### config.mk
export PLATFORM = sky130hd
export DESIGN_NAME = irq_seq
export DESIGN_NICKNAME = d
export VERILOG_FILES = /design/src/rtl/irq_seq.sv
export SDC_FILE = /design/constraint.sdc
export NUM_CORES = 1
export LEC_CHECK = 0
export BUFFER_PORTS_ARGS = -buffer_cell sky130_fd_sc_hd__buf_2
export CAP_MARGIN = 20
export CORE_MARGIN = 2
export CORE_UTILIZATION = 35
export DETAILED_ROUTE_END_ITERATION = 10
export GPL_ROUTABILITY_DRIVEN = 0
export PLACE_DENSITY = 0.73
export RECOVER_POWER = 50
export REMOVE_ABC_BUFFERS = 1
export SLEW_MARGIN = 20
export SYNTH_ARGS = -nofsm -noshare
export SYNTH_HDL_FRONTEND = slang
export SYNTH_SLANG_ARGS = --single-unit
### constraint.sdc
create_clock -name clk -period 2.9 [get_ports clk]
set_clock_uncertainty 0.05 [all_clocks]
set_input_delay 0 -clock clk [delete_from_list [all_inputs] [get_ports clk]]
set_output_delay 0 -clock clk [all_outputs]
set_load 0.01 [all_outputs]
### src/rtl/irq_seq.sv
// Interrupt entry/return sequencer: waits for a takeable commit point, redirects to the handler,
// and redirects back to the saved PC on ERET. Optional post-ERET hold-off via IRQ_SEQ_HOLDOFF_EN.
module irq_seq #(
   parameter logic [31:0] HANDLER_PC = 32'h0000_0380,
   parameter int          HOLDOFF    = 4
) (
   input  logic        clk,
   input  logic        rst,
   input  logic        timer_irq,
   input  logic        io_irq,
   input  logic        soft_irq,
   input  logic        pc_valid,
   input  logic [31:0] pc_in,
   input  logic        in_delay_slot,
   input  logic        eret,
   output logic        flush,
   output logic        redirect,
   output logic [31:0] redirect_pc,
   output logic [31:0] epc_out,
   output logic        bd,
   output logic        exl,
   output logic [2:0]  irq_src,
   output logic        busy
);

   localparam logic [2:0] S_IDLE    = 3'd0;
   localparam logic [2:0] S_WAIT    = 3'd1;
   localparam logic [2:0] S_ENTER   = 3'd2;
   localparam logic [2:0] S_HANDLER = 3'd3;
   localparam logic [2:0] S_RETURN  = 3'd4;
`ifdef IRQ_SEQ_HOLDOFF_EN
   localparam logic [2:0] S_HOLDOFF = 3'd5;
   localparam int         HOLD_W    = (HOLDOFF > 2) ? $clog2(HOLDOFF) : 1;
   // A HOLDOFF of 0 or 1 still spends one cycle in the hold-off state.
   localparam logic [HOLD_W-1:0] HOLD_LAST = (HOLDOFF > 1) ? HOLD_W'(HOLDOFF - 1) : '0;

   logic [HOLD_W-1:0] cnt_q, cnt_d;
`endif

   logic [2:0]  state_q, state_d;
   logic [31:0] epc_q, epc_d;
   logic        bd_q, bd_d;
   logic [2:0]  src_q, src_d;
   logic        any_irq;

   assign any_irq = timer_irq | io_irq | soft_irq;

   always_comb begin
      state_d = state_q;
      epc_d   = epc_q;
      bd_d    = bd_q;
      src_d   = src_q;
`ifdef IRQ_SEQ_HOLDOFF_EN
      cnt_d   = cnt_q;
`endif
      case (state_q)
         S_IDLE: begin
            if (any_irq) begin
               state_d = S_WAIT;
               src_d   = timer_irq ? 3'b100 : (io_irq ? 3'b010 : 3'b001);
            end
         end
         S_WAIT: begin
            if (pc_valid) begin
               // A delay-slot instruction resumes at its branch, one word earlier.
               epc_d   = in_delay_slot ? (pc_in - 32'd4) : pc_in;
               bd_d    = in_delay_slot;
               state_d = S_ENTER;
            end else if (!any_irq) begin
               state_d = S_IDLE;
            end
         end
         S_ENTER:   state_d = S_HANDLER;
         S_HANDLER: begin
            if (eret && pc_valid) begin
               state_d = S_RETURN;
            end
         end
`ifdef IRQ_SEQ_HOLDOFF_EN
         S_RETURN: begin
            state_d = S_HOLDOFF;
            cnt_d   = '0;
         end
         S_HOLDOFF: begin
            if (cnt_q == HOLD_LAST) begin
               state_d = S_IDLE;
               cnt_d   = '0;
            end else begin
               cnt_d = cnt_q + 1'b1;
            end
         end
`else
         S_RETURN:  state_d = S_IDLE;
`endif
         default:   state_d = S_IDLE;
      endcase
   end

   always_ff @(posedge clk) begin
      if (rst) begin
         state_q <= S_IDLE;
         epc_q   <= '0;
         bd_q    <= 1'b0;
         src_q   <= 3'b000;
`ifdef IRQ_SEQ_HOLDOFF_EN
         cnt_q   <= '0;
`endif
      end else begin
         state_q <= state_d;
         epc_q   <= epc_d;
         bd_q    <= bd_d;
         src_q   <= src_d;
`ifdef IRQ_SEQ_HOLDOFF_EN
         cnt_q   <= cnt_d;
`endif
      end
   end

   assign flush       = (state_q == S_ENTER) || (state_q == S_RETURN);
   assign redirect    = flush;
   assign redirect_pc = (state_q == S_ENTER)  ? HANDLER_PC :
                        (state_q == S_RETURN) ? epc_q : 32'd0;
   assign exl         = (state_q == S_ENTER) || (state_q == S_HANDLER);
   assign busy        = (state_q != S_IDLE);
   assign epc_out     = epc_q;
   assign bd          = bd_q;
   assign irq_src     = src_q;

endmodule

-- Word level (Yosys, flattened, before mapping)
Cells that the tools add are included.
- register bits: 39
- bits of input ports: 40
- output and inout port bits: 72
- logic and storage cells: 32
- $add $sub $neg: 1
- equality and inequality tests: 7
- muxes and demuxes: 10
- bitwise operators: 2
- reduce and logical (&&, ||, !) cells: 8
- operators with widths (operator ; count):
    two-way mux 32 bit ; 3
    subtractor 32 x 3 -> 32 bit (second input constant) ; 1
    two-way mux 3 bit ; 5
    one-hot mux 3 bit (4 select lines) ; 1
    equality test 3 x 2 -> 1 bit (second input constant) ; 2
    != test 2 bit (second input constant) ; 2
    AND reduction 2 bit ; 2
    equality test 3 x 1 -> 1 bit (second input constant) ; 1
    equality test 3 bit (second input constant) ; 1
    zero test 3 bit ; 1
    != test 3 bit (second input constant) ; 1
    AND reduction 3 bit ; 1
    nonzero test 3 bit ; 1
    logical OR 1 bit ; 2
    two-way mux 2 bit ; 1
    OR 1 bit ; 2
    logical AND 1 bit ; 1

-- Depth between registers and ports, before layout
Gate-level depths: netlist (run 1).
- depth after elaboration: 5
- depth in mapped cells: 7
- mapped depth without buffers: 7

-- Least setup slack after synthesis (run 1)
No wires, ideal clock.
- path type: input -> register
- start point: input port pc_in[22]
- end point: register epc_q[30] (netlist: epc_out[30])
- setup time: 91 ps
- arrival: 1936 ps
- required time: 2759 ps
- setup slack: 823 ps
- stages: 5
- buffers on the path: 0
- cells stage by stage: or4_4 or3_4 or4_4 or4_1 a311oi_1
- longest elaborated chain between the ends: 2
- RTL lines (element ; RTL line ; RTL):
    start, declared ; 13 ; input logic [31:0] pc_in,
    subtractor 32 x 3 -> 32 bit ; 66 ; epc_d = in_delay_slot ? (pc_in - 32'd4) : pc_in;
    two-way mux 32 bit ; 66 ;
    end signal, assigned ; 110 ; epc_q <= epc_d;
    end, declared ; 41 ; logic [31:0] epc_q, epc_d;
No other way between the ends.
A chain may end at the register's enable or synchronous reset.

-- Worst setup path after layout (run 1)
- start point: input port pc_in[20]
- end point: register epc_q[30] (netlist: epc_out[30])
Same word-level chain as after synthesis.

==> flow_summary.html, run 1 <==
<table>
<tr><th>Metric</th><th>Value</th></tr>
<tr><th colspan="2">Logic synthesis</th></tr>
<tr><td>Synth Warn #</td><td>0</td></tr>
<tr><td>Multiplexer fraction of the synthesized cell area</td><td>0.0184</td></tr>
<tr><td>Mapped Avg Cell Area</td><td>around 8 µm²</td></tr>
<tr><td>Leading area contributor after synthesis</td><td>sky130_fd_sc_hd__dfxtp_1</td></tr>
<tr><td>Async set-reset flop share out of synthesis</td><td>0</td></tr>
<tr><td>Ys flop type</td><td>sky130_fd_sc_hd__dfxtp_1</td></tr>
<tr><td>Combinational family with the most area after synthesis</td><td>simple AND/OR/NAND/NOR gates</td></tr>
<tr><td>Share of the synthesized area in the top cell type</td><td>0.359</td></tr>
<tr><td>Synth cell types</td><td>39</td></tr>
<tr><td>Synth cell count leaders</td><td>47 x sky130_fd_sc_hd__nor2_1, 39 x sky130_fd_sc_hd__dfxtp_1, 29 x sky130_fd_sc_hd__and2_1</td></tr>
<tr><td>Sequential fraction of the synthesis area</td><td>0.359</td></tr>
<tr><td>EDFF count, synth</td><td>0</td></tr>
<tr><td>Number of flip-flops and latches in the synthesized netlist</td><td>39</td></tr>
<tr><td>Most repeated cell in the gate-level netlist after synthesis</td><td>sky130_fd_sc_hd__nor2_1</td></tr>
<tr><td>Fraction of the mapped netlist area in compound gates</td><td>0.150</td></tr>
<tr><td>Basic-gate share of the synthesized area counting and, or, nand and nor cells</td><td>0.331</td></tr>
<tr><td>Total standard cell area after synthesis</td><td>around 2200 µm²</td></tr>
<tr><td>Most area-consuming cells after synthesis</td><td>sky130_fd_sc_hd__dfxtp_1 36%, sky130_fd_sc_hd__and2_1 8.3%, sky130_fd_sc_hd__a211oi_1 8.3%</td></tr>
<tr><td>Adder and majority gate portion of the synthesized area</td><td>0.00575</td></tr>
<tr><td>Synth Instances</td><td>approximately 270</td></tr>
<tr><td>Xor and xnor fraction of the mapped netlist area</td><td>0.0966</td></tr>
<tr><th colspan="2">GRT</th></tr>
<tr><td>Gr ovfl total</td><td>0</td></tr>
<tr><td>Maximum number of pins on one net before global-route repair</td><td>63</td></tr>
<tr><td>Initial antenna violation count</td><td>0</td></tr>
<tr><td>Number of global-route vias before repair</td><td>between 2k and 2.5k</td></tr>
<tr><td>Wire length of the first global-routing pass</td><td>about 10000 µm</td></tr>
<tr><td>Total Routing Usage GR</td><td>0.173</td></tr>
<tr><th colspan="2">Flow run</th></tr>
<tr><td>Max-capacitance violation count</td><td>0</td></tr>
<tr><th colspan="2">CTS</th></tr>
<tr><td>Clock tree from TritonCTS</td><td>done</td></tr>
<tr><td>Buffer cell driving the clock tree root</td><td>sky130_fd_sc_hd__clkbuf_8</td></tr>
<tr><td>Clock transition time at the flip-flop clock pins of the worst setup and hold paths</td><td>roughly 0.08 ns</td></tr>
<tr><td>Deepest clock path buffer count</td><td>2</td></tr>
<tr><td>Sink count of the clock tree</td><td>39</td></tr>
<tr><td>Htree depth</td><td>2</td></tr>
<tr><td>Clock Latency Late Sink</td><td>0.29 ns</td></tr>
<tr><td>CTS Buf Count</td><td>5</td></tr>
<tr><th colspan="2">Place</th></tr>
<tr><td>Placed cell count</td><td>approximately 450</td></tr>
<tr><td>Detailed-placement wirelength estimate</td><td>4230 µm</td></tr>
<tr><td>Cell area after placement</td><td>approximately 2800 µm²</td></tr>
<tr><td>Port Buffers</td><td>111</td></tr>
<tr><td>Setup slack at placement</td><td>0.605 ns</td></tr>
<tr><th colspan="2">Timing</th></tr>
<tr><td>Setup ws final</td><td>approximately 0.32 ns</td></tr>
<tr><td>Setup repair after global routing missed its margin</td><td>no</td></tr>
<tr><td>Endpoints failing hold</td><td>1</td></tr>
<tr><td>Final setup violation count</td><td>0</td></tr>
<tr><td>Highest achievable clock rate</td><td>0.388 GHz</td></tr>
<tr><td>Part of the cycle the worst path needs</td><td>0.888</td></tr>
<tr><td>Final number of max-transition violations</td><td>0</td></tr>
<tr><td>Worst hold slack</td><td>-0.000480 ns</td></tr>
<tr><td>Worst slew slack as a fraction of its limit</td><td>0.200</td></tr>
<tr><td>Transition time at the pin with the least slew margin</td><td>1.20 ns</td></tr>
<tr><td>Final worst path period need</td><td>2.58 ns</td></tr>
<tr><th colspan="2">Critical path</th></tr>
<tr><td>CP Data Required Time</td><td>just over 3 ns</td></tr>
<tr><td>Register-to-register setup slack</td><td>around 0.70 ns</td></tr>
<tr><td>Crit end category</td><td>flop</td></tr>
<tr><td>Sort of element at the start of the critical path</td><td>primary input</td></tr>
<tr><td>Maximum net fanout on the critical path</td><td>5</td></tr>
<tr><td>Category of the most critical setup path</td><td>in2reg</td></tr>
<tr><td>Crit path DAT</td><td>2.72 ns</td></tr>
<tr><th colspan="2">Floorplanning</th></tr>
<tr><td>Die Ht</td><td>between 80 and 90 µm</td></tr>
<tr><td>Area inside the core boundary</td><td>roughly 6000 µm²</td></tr>
<tr><td>Std cell rows</td><td>28</td></tr>
<tr><td>Total Die Area</td><td>a little under 7000 µm²</td></tr>
<tr><td>Width of the die</td><td>82.8 µm</td></tr>
<tr><td>Initial Util</td><td>0.365</td></tr>
<tr><td>Ports</td><td>112</td></tr>
<tr><th colspan="2">Routing</th></tr>
<tr><td>Detailed-route vias per instance</td><td>4.90</td></tr>
<tr><td>Antenna violation net count after detailed routing</td><td>0</td></tr>
<tr><td>Aggregate routed wire length</td><td>6050 µm</td></tr>
<tr><td>DRC errors left</td><td>0</td></tr>
<tr><td>Number of DRC markers after the initial detailed-route iteration</td><td>between 70 and 80</td></tr>
<tr><td>Length of the first detailed-routing pass in iterations</td><td>4</td></tr>
<tr><td>Post-detailed-route wirelength per cell</td><td>between 10 and 15 µm</td></tr>
<tr><td>Total via count after detailed routing</td><td>approximately 2.3k</td></tr>
<tr><th colspan="2">Final layout</th></tr>
<tr><td>Finished Core Util</td><td>0.511</td></tr>
<tr><td>Number of nets in the final layout</td><td>roughly 440</td></tr>
<tr><td>Post-Layout Cell Count</td><td>roughly 470</td></tr>
<tr><td>Fraction of final layout cells with drive strength greater than 1</td><td>0.218</td></tr>
<tr><td>Final instance area</td><td>approximately 3000 µm²</td></tr>
<tr><td>Area growth syn-to-layout</td><td>40.0%</td></tr>
<tr><td>Diodes inserted</td><td>0</td></tr>
<tr><td>Fillcell total</td><td>630</td></tr>
<tr><th colspan="2">Power</th></tr>
<tr><td>Power per unit of standard cell area</td><td>between 400 and 500 nW/µm²</td></tr>
<tr><td>Reported leakage power</td><td>1.20 nW</td></tr>
<tr><td>Peak ir drop on the vdd network</td><td>between 0.0003 and 0.0004 V</td></tr>
<tr><th colspan="2">Status</th></tr>
<tr><td>Result of the run</td><td>finished with violations</td></tr>
<tr><td>Violations in the final reports</td><td>negative hold slack</td></tr>
<tr><th colspan="2">Min path</th></tr>
<tr><td>Hold Crit Class</td><td>in2reg</td></tr>
</table>
metal layers:
layer  global-route usage  wire length [µm]  vias to the layer above
met5                    0                 0                        -
met4               0.0522               115                        0
met3               0.0417               355                       11
met2                0.300              2860                       83
met1                0.211              2720                     1022
li1                     -                 -                     1205
cell families after synthesis:
group / after synthesis
simple gates: 136
xor+xnor: 24
fa+ha+maj: 1
mux: 4
compound gates: 46
buf+inv: 22
flops: 39
sequential cells by signal, indices dropped and copies added, names as in the netlist:
register / cells
epc_out: 32
irq_src: 3
state_q: 3
bd: 1
final timing paths:
kind                                  from           to  cells past startpoint
worst min register to register  irq_src[0]   irq_src[0]                      2
worst min-delay path             pc_in[19]  epc_out[19]                      3
worst max-delay path             pc_in[20]  epc_out[30]                      7
worst max register to register  state_q[2]   irq_src[1]                      5
stage by stage:
| stage | hold slack [ns] | TNS (ns) | total power, mW |
|---|---|---|---|
| 4_1_cts | 0.0000175 | 0 | 1.34 |
| 5_1_grt | 0.0119 | 0 | 1.39 |
| 6_report | -0.000480 | 0 | 1.32 |
| 2_1_floorplan | 0.0221 | -47.83 | 0.748 |
| 3_3_place_gp | 0.191 | 0 | 0.858 |
| 3_5_place_dp | 0.201 | 0 | 0.864 |
layout make-up:
cell class	instances	area (µm²)	share of cell area
clock buffers	5	68.8	0.0226
clock inverters	3	43.8	0.0144
inverters	6	22.5	0.00740
multi-input cells	211	1310	0.430
flip-flops and latches	39	781	0.256
well taps	75	93.8	0.0308
repair buffers	135	727	0.239
worst max-delay path, stage by stage:
cell	delay (ns)
sky130_fd_sc_hd__dlygate4sd3_1	0.55
sky130_fd_sc_hd__buf_2	0.15
sky130_fd_sc_hd__or4_4	0.54
sky130_fd_sc_hd__or3_4	0.37
sky130_fd_sc_hd__or4_4	0.45
sky130_fd_sc_hd__or4_1	0.40
sky130_fd_sc_hd__a311oi_1	0.25
what timing repair did:
item | CTS | global route
hold buffers | 19 | 0
gates resized for setup | 0 | 0
setup endpoints to repair | 0 | 0
endpoints found under the hold margin | 18 | 0
buffers inserted | 0 | 0
power by group:
| group | switching [mW] | internal, mW |
|---|---|---|
| clock network | 0.200 | 0.256 |
| registers | 0.0296 | 0.576 |
| logic | 0.143 | 0.112 |
| total | 0.372 | 0.945 |
cells in the final DEF, fill, tap and decap left out, types with 5 or more instances in the layout:
cell                             n
sky130_fd_sc_hd__a211oi_1       24
sky130_fd_sc_hd__a21oi_1         8
sky130_fd_sc_hd__and2_1         29
sky130_fd_sc_hd__buf_2          68
sky130_fd_sc_hd__clkbuf_1       43
sky130_fd_sc_hd__clkbuf_8        5
sky130_fd_sc_hd__dfxtp_1        39
sky130_fd_sc_hd__dlygate4sd3_1  19
sky130_fd_sc_hd__inv_1           6
sky130_fd_sc_hd__nand2_1        13
sky130_fd_sc_hd__nor2_1         47
sky130_fd_sc_hd__nor3_1         10
sky130_fd_sc_hd__nor4_1          8
sky130_fd_sc_hd__xnor2_1        18
sky130_fd_sc_hd__xor2_1          6
No activity file was read; power rests on OpenSTA's default activity.
==> run 2, diff against run 1 <==
--- a/config.mk
+++ b/config.mk
@@ -12,7 +12,7 @@
 export DETAILED_ROUTE_END_ITERATION = 10
 export GPL_ROUTABILITY_DRIVEN = 0
 export PLACE_DENSITY = 0.73
-export RECOVER_POWER = 50
+export RECOVER_POWER = 100
 export REMOVE_ABC_BUFFERS = 1
 export SLEW_MARGIN = 20
 export SYNTH_ARGS = -nofsm -noshare
==> flow_summary.html, run 2 (synthesis gave the netlist of run 1 again) <==
<table>
<tr><th>Metric</th><th>Value</th></tr>
<tr><th colspan="2">Timing</th></tr>
<tr><td>Setup repair after global routing missed its margin</td><td>no (unchanged)</td></tr>
<tr><td>Final worst path period need</td><td>2.61 ns (was 2.58 ns)</td></tr>
<tr><td>Worst hold slack</td><td>-0.000449 ns (was -0.000480 ns)</td></tr>
<tr><td>Total negative setup slack</td><td>0 ns (unchanged)</td></tr>
<tr><td>Highest achievable clock rate</td><td>0.383 GHz (was 0.388 GHz)</td></tr>
<tr><td>Part of the cycle the worst path needs</td><td>0.901 (was 0.888)</td></tr>
<tr><td>Transition time at the pin with the least slew margin</td><td>1.20 ns (about the same)</td></tr>
<tr><td>Worst slew slack as a fraction of its limit</td><td>0.201 (was 0.200)</td></tr>
<tr><td>Final number of max-transition violations</td><td>0 (unchanged)</td></tr>
<tr><td>Endpoints failing hold</td><td>1 (unchanged)</td></tr>
<tr><td>Setup ws final</td><td>0.286 ns (was 0.324 ns)</td></tr>
<tr><td>Final setup violation count</td><td>0 (unchanged)</td></tr>
<tr><th colspan="2">GRT</th></tr>
<tr><td>Maximum number of pins on one net before global-route repair</td><td>63 (unchanged)</td></tr>
<tr><td>Initial antenna violation count</td><td>0 (unchanged)</td></tr>
<tr><td>Number of global-route vias before repair</td><td>2126 (unchanged)</td></tr>
<tr><td>Total Routing Usage GR</td><td>0.173 (unchanged)</td></tr>
<tr><td>Wire length of the first global-routing pass</td><td>9910 µm (unchanged)</td></tr>
<tr><td>Gr ovfl total</td><td>0 (unchanged)</td></tr>
<tr><th colspan="2">Min path</th></tr>
<tr><td>Hold path endpoint</td><td>epc_out[19] (unchanged)</td></tr>
<tr><td>Worst Hold Depth</td><td>3 (unchanged)</td></tr>
<tr><td>Origin of the worst min-delay path</td><td>pc_in[19] (unchanged)</td></tr>
<tr><td>Hold Crit Class</td><td>in2reg (unchanged)</td></tr>
<tr><th colspan="2">CTS</th></tr>
<tr><td>Sink count of the clock tree</td><td>39 (unchanged)</td></tr>
<tr><td>Buffer cell driving the clock tree root</td><td>sky130_fd_sc_hd__clkbuf_8 (unchanged)</td></tr>
<tr><td>Deepest clock path buffer count</td><td>2 (unchanged)</td></tr>
<tr><td>Clock transition time at the flip-flop clock pins of the worst setup and hold paths</td><td>0.08 ns (about the same)</td></tr>
<tr><td>CTS Buf Count</td><td>5 (unchanged)</td></tr>
<tr><td>Htree depth</td><td>2 (unchanged)</td></tr>
<tr><td>Number of cells upsized or downsized after cts</td><td>0 (unchanged)</td></tr>
<tr><td>Clock tree from TritonCTS</td><td>done (unchanged)</td></tr>
<tr><td>Clock Latency Late Sink</td><td>0.29 ns (about the same)</td></tr>
<tr><th colspan="2">Floorplanning</th></tr>
<tr><td>Ports</td><td>112 (unchanged)</td></tr>
<tr><td>Std cell rows</td><td>28 (unchanged)</td></tr>
<tr><td>Width of the die</td><td>82.8 µm (unchanged)</td></tr>
<tr><td>Area inside the core boundary</td><td>5960 µm² (unchanged)</td></tr>
<tr><td>Initial Util</td><td>0.365 (unchanged)</td></tr>
<tr><td>Total Die Area</td><td>6860 µm² (unchanged)</td></tr>
<tr><td>Die Ht</td><td>82.8 µm (unchanged)</td></tr>
<tr><th colspan="2">Routing</th></tr>
<tr><td>DRC errors left</td><td>0 (unchanged)</td></tr>
<tr><td>Post-detailed-route wirelength per cell</td><td>12.8 µm (about the same)</td></tr>
<tr><td>Total via count after detailed routing</td><td>2310 (was 2321)</td></tr>
<tr><td>Detailed-route vias per instance</td><td>4.87 (was 4.90)</td></tr>
<tr><td>Length of the first detailed-routing pass in iterations</td><td>4 (unchanged)</td></tr>
<tr><td>Number of DRC markers after the initial detailed-route iteration</td><td>73 (was 76)</td></tr>
<tr><td>Aggregate routed wire length</td><td>6060 µm (was 6050 µm)</td></tr>
<tr><td>Antenna violation net count after detailed routing</td><td>0 (unchanged)</td></tr>
<tr><th colspan="2">Critical path</th></tr>
<tr><td>Terminus of the critical flop-to-flop path</td><td>irq_src[1] (unchanged)</td></tr>
<tr><td>Cell repeated most along the worst path</td><td>sky130_fd_sc_hd__or4_1 (was sky130_fd_sc_hd__or4_4)</td></tr>
<tr><td>CP Data Required Time</td><td>3.05 ns (about the same)</td></tr>
<tr><td>Critical path cell sequence</td><td>dlygate4sd3_1, buf_2, or4_4, or3_4, or4_1, or4_1, a311oi_1 (was dlygate4sd3_1, buf_2, or4_4, or3_4, or4_4, or4_1, a311oi_1)</td></tr>
<tr><td>Crit path DAT</td><td>2.76 ns (was 2.72 ns)</td></tr>
<tr><td>R2R depth</td><td>5 (unchanged)</td></tr>
<tr><td>Slowest CP cell</td><td>sky130_fd_sc_hd__dlygate4sd3_1 (unchanged)</td></tr>
<tr><td>Crit end category</td><td>flop (unchanged)</td></tr>
<tr><td>Sort of element at the start of the critical path</td><td>primary input (unchanged)</td></tr>
<tr><td>Category of the most critical setup path</td><td>in2reg (unchanged)</td></tr>
<tr><td>CP peak stage delay</td><td>0.55 ns (about the same)</td></tr>
<tr><td>Origin of the critical flop-to-flop path</td><td>state_q[2] (unchanged)</td></tr>
<tr><td>Maximum net fanout on the critical path</td><td>5 (unchanged)</td></tr>
<tr><td>Register-to-register setup slack</td><td>0.70 ns (about the same)</td></tr>
<tr><th colspan="2">Power</th></tr>
<tr><td>Share of total power in sequential cells</td><td>0.460 (about the same)</td></tr>
<tr><td>Clock network power share</td><td>0.346 (about the same)</td></tr>
<tr><td>Internal power</td><td>0.944 mW (was 0.945 mW)</td></tr>
<tr><td>Switch share</td><td>0.282 (was 0.283)</td></tr>
<tr><td>Net switching power</td><td>0.372 mW (about the same)</td></tr>
<tr><td>Peak ir drop on the vdd network</td><td>0.000316 V (about the same)</td></tr>
<tr><td>Power per unit of standard cell area</td><td>436 nW/µm² (was 433 nW/µm²)</td></tr>
<tr><td>Combinational group share of total power</td><td>0.194 (about the same)</td></tr>
<tr><td>Reported leakage power</td><td>1.11 nW (was 1.20 nW)</td></tr>
<tr><th colspan="2">Final layout</th></tr>
<tr><td>Fraction of final layout cells with drive strength greater than 1</td><td>0.173 (was 0.218)</td></tr>
<tr><td>Number of nets in the final layout</td><td>439 (unchanged)</td></tr>
<tr><td>Diodes inserted</td><td>0 (unchanged)</td></tr>
<tr><td>Finished Core Util</td><td>0.507 (was 0.511)</td></tr>
<tr><td>Area growth syn-to-layout</td><td>38.7% (was 40.0%)</td></tr>
<tr><td>Most common cell after layout, fill and taps aside</td><td>sky130_fd_sc_hd__clkbuf_1 (was sky130_fd_sc_hd__buf_2)</td></tr>
<tr><td>Commonest non-fill, non-tap cells in the layout</td><td>60 x sky130_fd_sc_hd__clkbuf_1, 52 x sky130_fd_sc_hd__buf_2, 47 x sky130_fd_sc_hd__nor2_1 (was 68 x sky130_fd_sc_hd__buf_2, 47 x sky130_fd_sc_hd__nor2_1, 43 x sky130_fd_sc_hd__clkbuf_1)</td></tr>
<tr><td>Number of flip-flops under the largest register name</td><td>32 (unchanged)</td></tr>
<tr><th colspan="2">Flow run</th></tr>
<tr><td>Max-capacitance violation count</td><td>0 (unchanged)</td></tr>
<tr><th colspan="2">Place</th></tr>
<tr><td>Setup slack at placement</td><td>0.605 ns (unchanged)</td></tr>
<tr><td>Port Buffers</td><td>111 (unchanged)</td></tr>
<tr><td>Detailed-placement wirelength estimate</td><td>4230 µm (unchanged)</td></tr>
<tr><th colspan="2">Status</th></tr>
<tr><td>Result of the run</td><td>finished with violations (unchanged)</td></tr>
<tr><td>Violations in the final reports</td><td>negative hold slack (unchanged)</td></tr>
</table>
-- run 2: cell types whose count changed in the layout (fill, tap and decap cells not counted) --
cell                       delta
sky130_fd_sc_hd__or4_4        -1
sky130_fd_sc_hd__buf_2       -16
sky130_fd_sc_hd__and2_1      -13
sky130_fd_sc_hd__or4_1        +1
sky130_fd_sc_hd__buf_4        -1
sky130_fd_sc_hd__clkbuf_1    +17
sky130_fd_sc_hd__and2_0      +13
-- run 2: worst max-delay path: cells and delay by family --
family,cells,cell delay [ns]
buffers and inverters,2,0.70
AND/OR/NAND/NOR,4,1.81
AO/OA/AOI/OAI,1,0.25
-- run 2: worst max path at each step --
stage | startpoint | endpoint | slack, ns | cells past startpoint
2_1_floorplan | state_q[0] | epc_out[15] | -1.50 | 3
3_3_place_gp | pc_in[22] | epc_out[30] | 0.68 | 6
3_5_place_dp | pc_in[22] | epc_out[30] | 0.60 | 6
4_1_cts | pc_in[22] | epc_out[30] | 0.35 | 7
5_1_grt | pc_in[10] | epc_out[30] | 0.16 | 7
6_report | pc_in[20] | epc_out[30] | 0.29 | 7
-- run 2: layout make-up --
class	instances	area, µm²
fill	638	2940
multi-input combinational	211	1310
sequential	39	781
timing repair buffer	135	703
tap	75	93.8
clock buffer	5	68.8
clock inverter	3	43.8
inverter	6	22.5
-- run 2: timing repair --
item	4_1_cts	5_1_grt
hold endpoints to repair	18	0
hold buffers	19	0
setup buffers	0	0
-- run 2: power groups by stage --
stage / clock [mW] / sequential, mW / combinational (mW)
5_1_grt: 0.491 / 0.614 / 0.285
6_report: 0.455 / 0.606 / 0.255
3_3_place_gp: 0 / 0.617 / 0.241
2_1_floorplan: 0 / 0.633 / 0.116
4_1_cts: 0.469 / 0.606 / 0.267
3_5_place_dp: 0 / 0.618 / 0.246
-- run 2: metal layers --
layer	share of wire	GRT usage
met1	0.46	0.211
met2	0.47	0.300
met3	0.053	0.0417
met4	0.019	0.0522
met5	0	0
-- run 2: through the flow --
stage               power, mW  instances  cell area [µm²]
floorplan               0.748        256             2110
global placement        0.858        447             2800
detailed placement      0.864        447             2800
CTS                      1.34        474             3110
global route             1.39        474             3020
finish                   1.32        474             3020
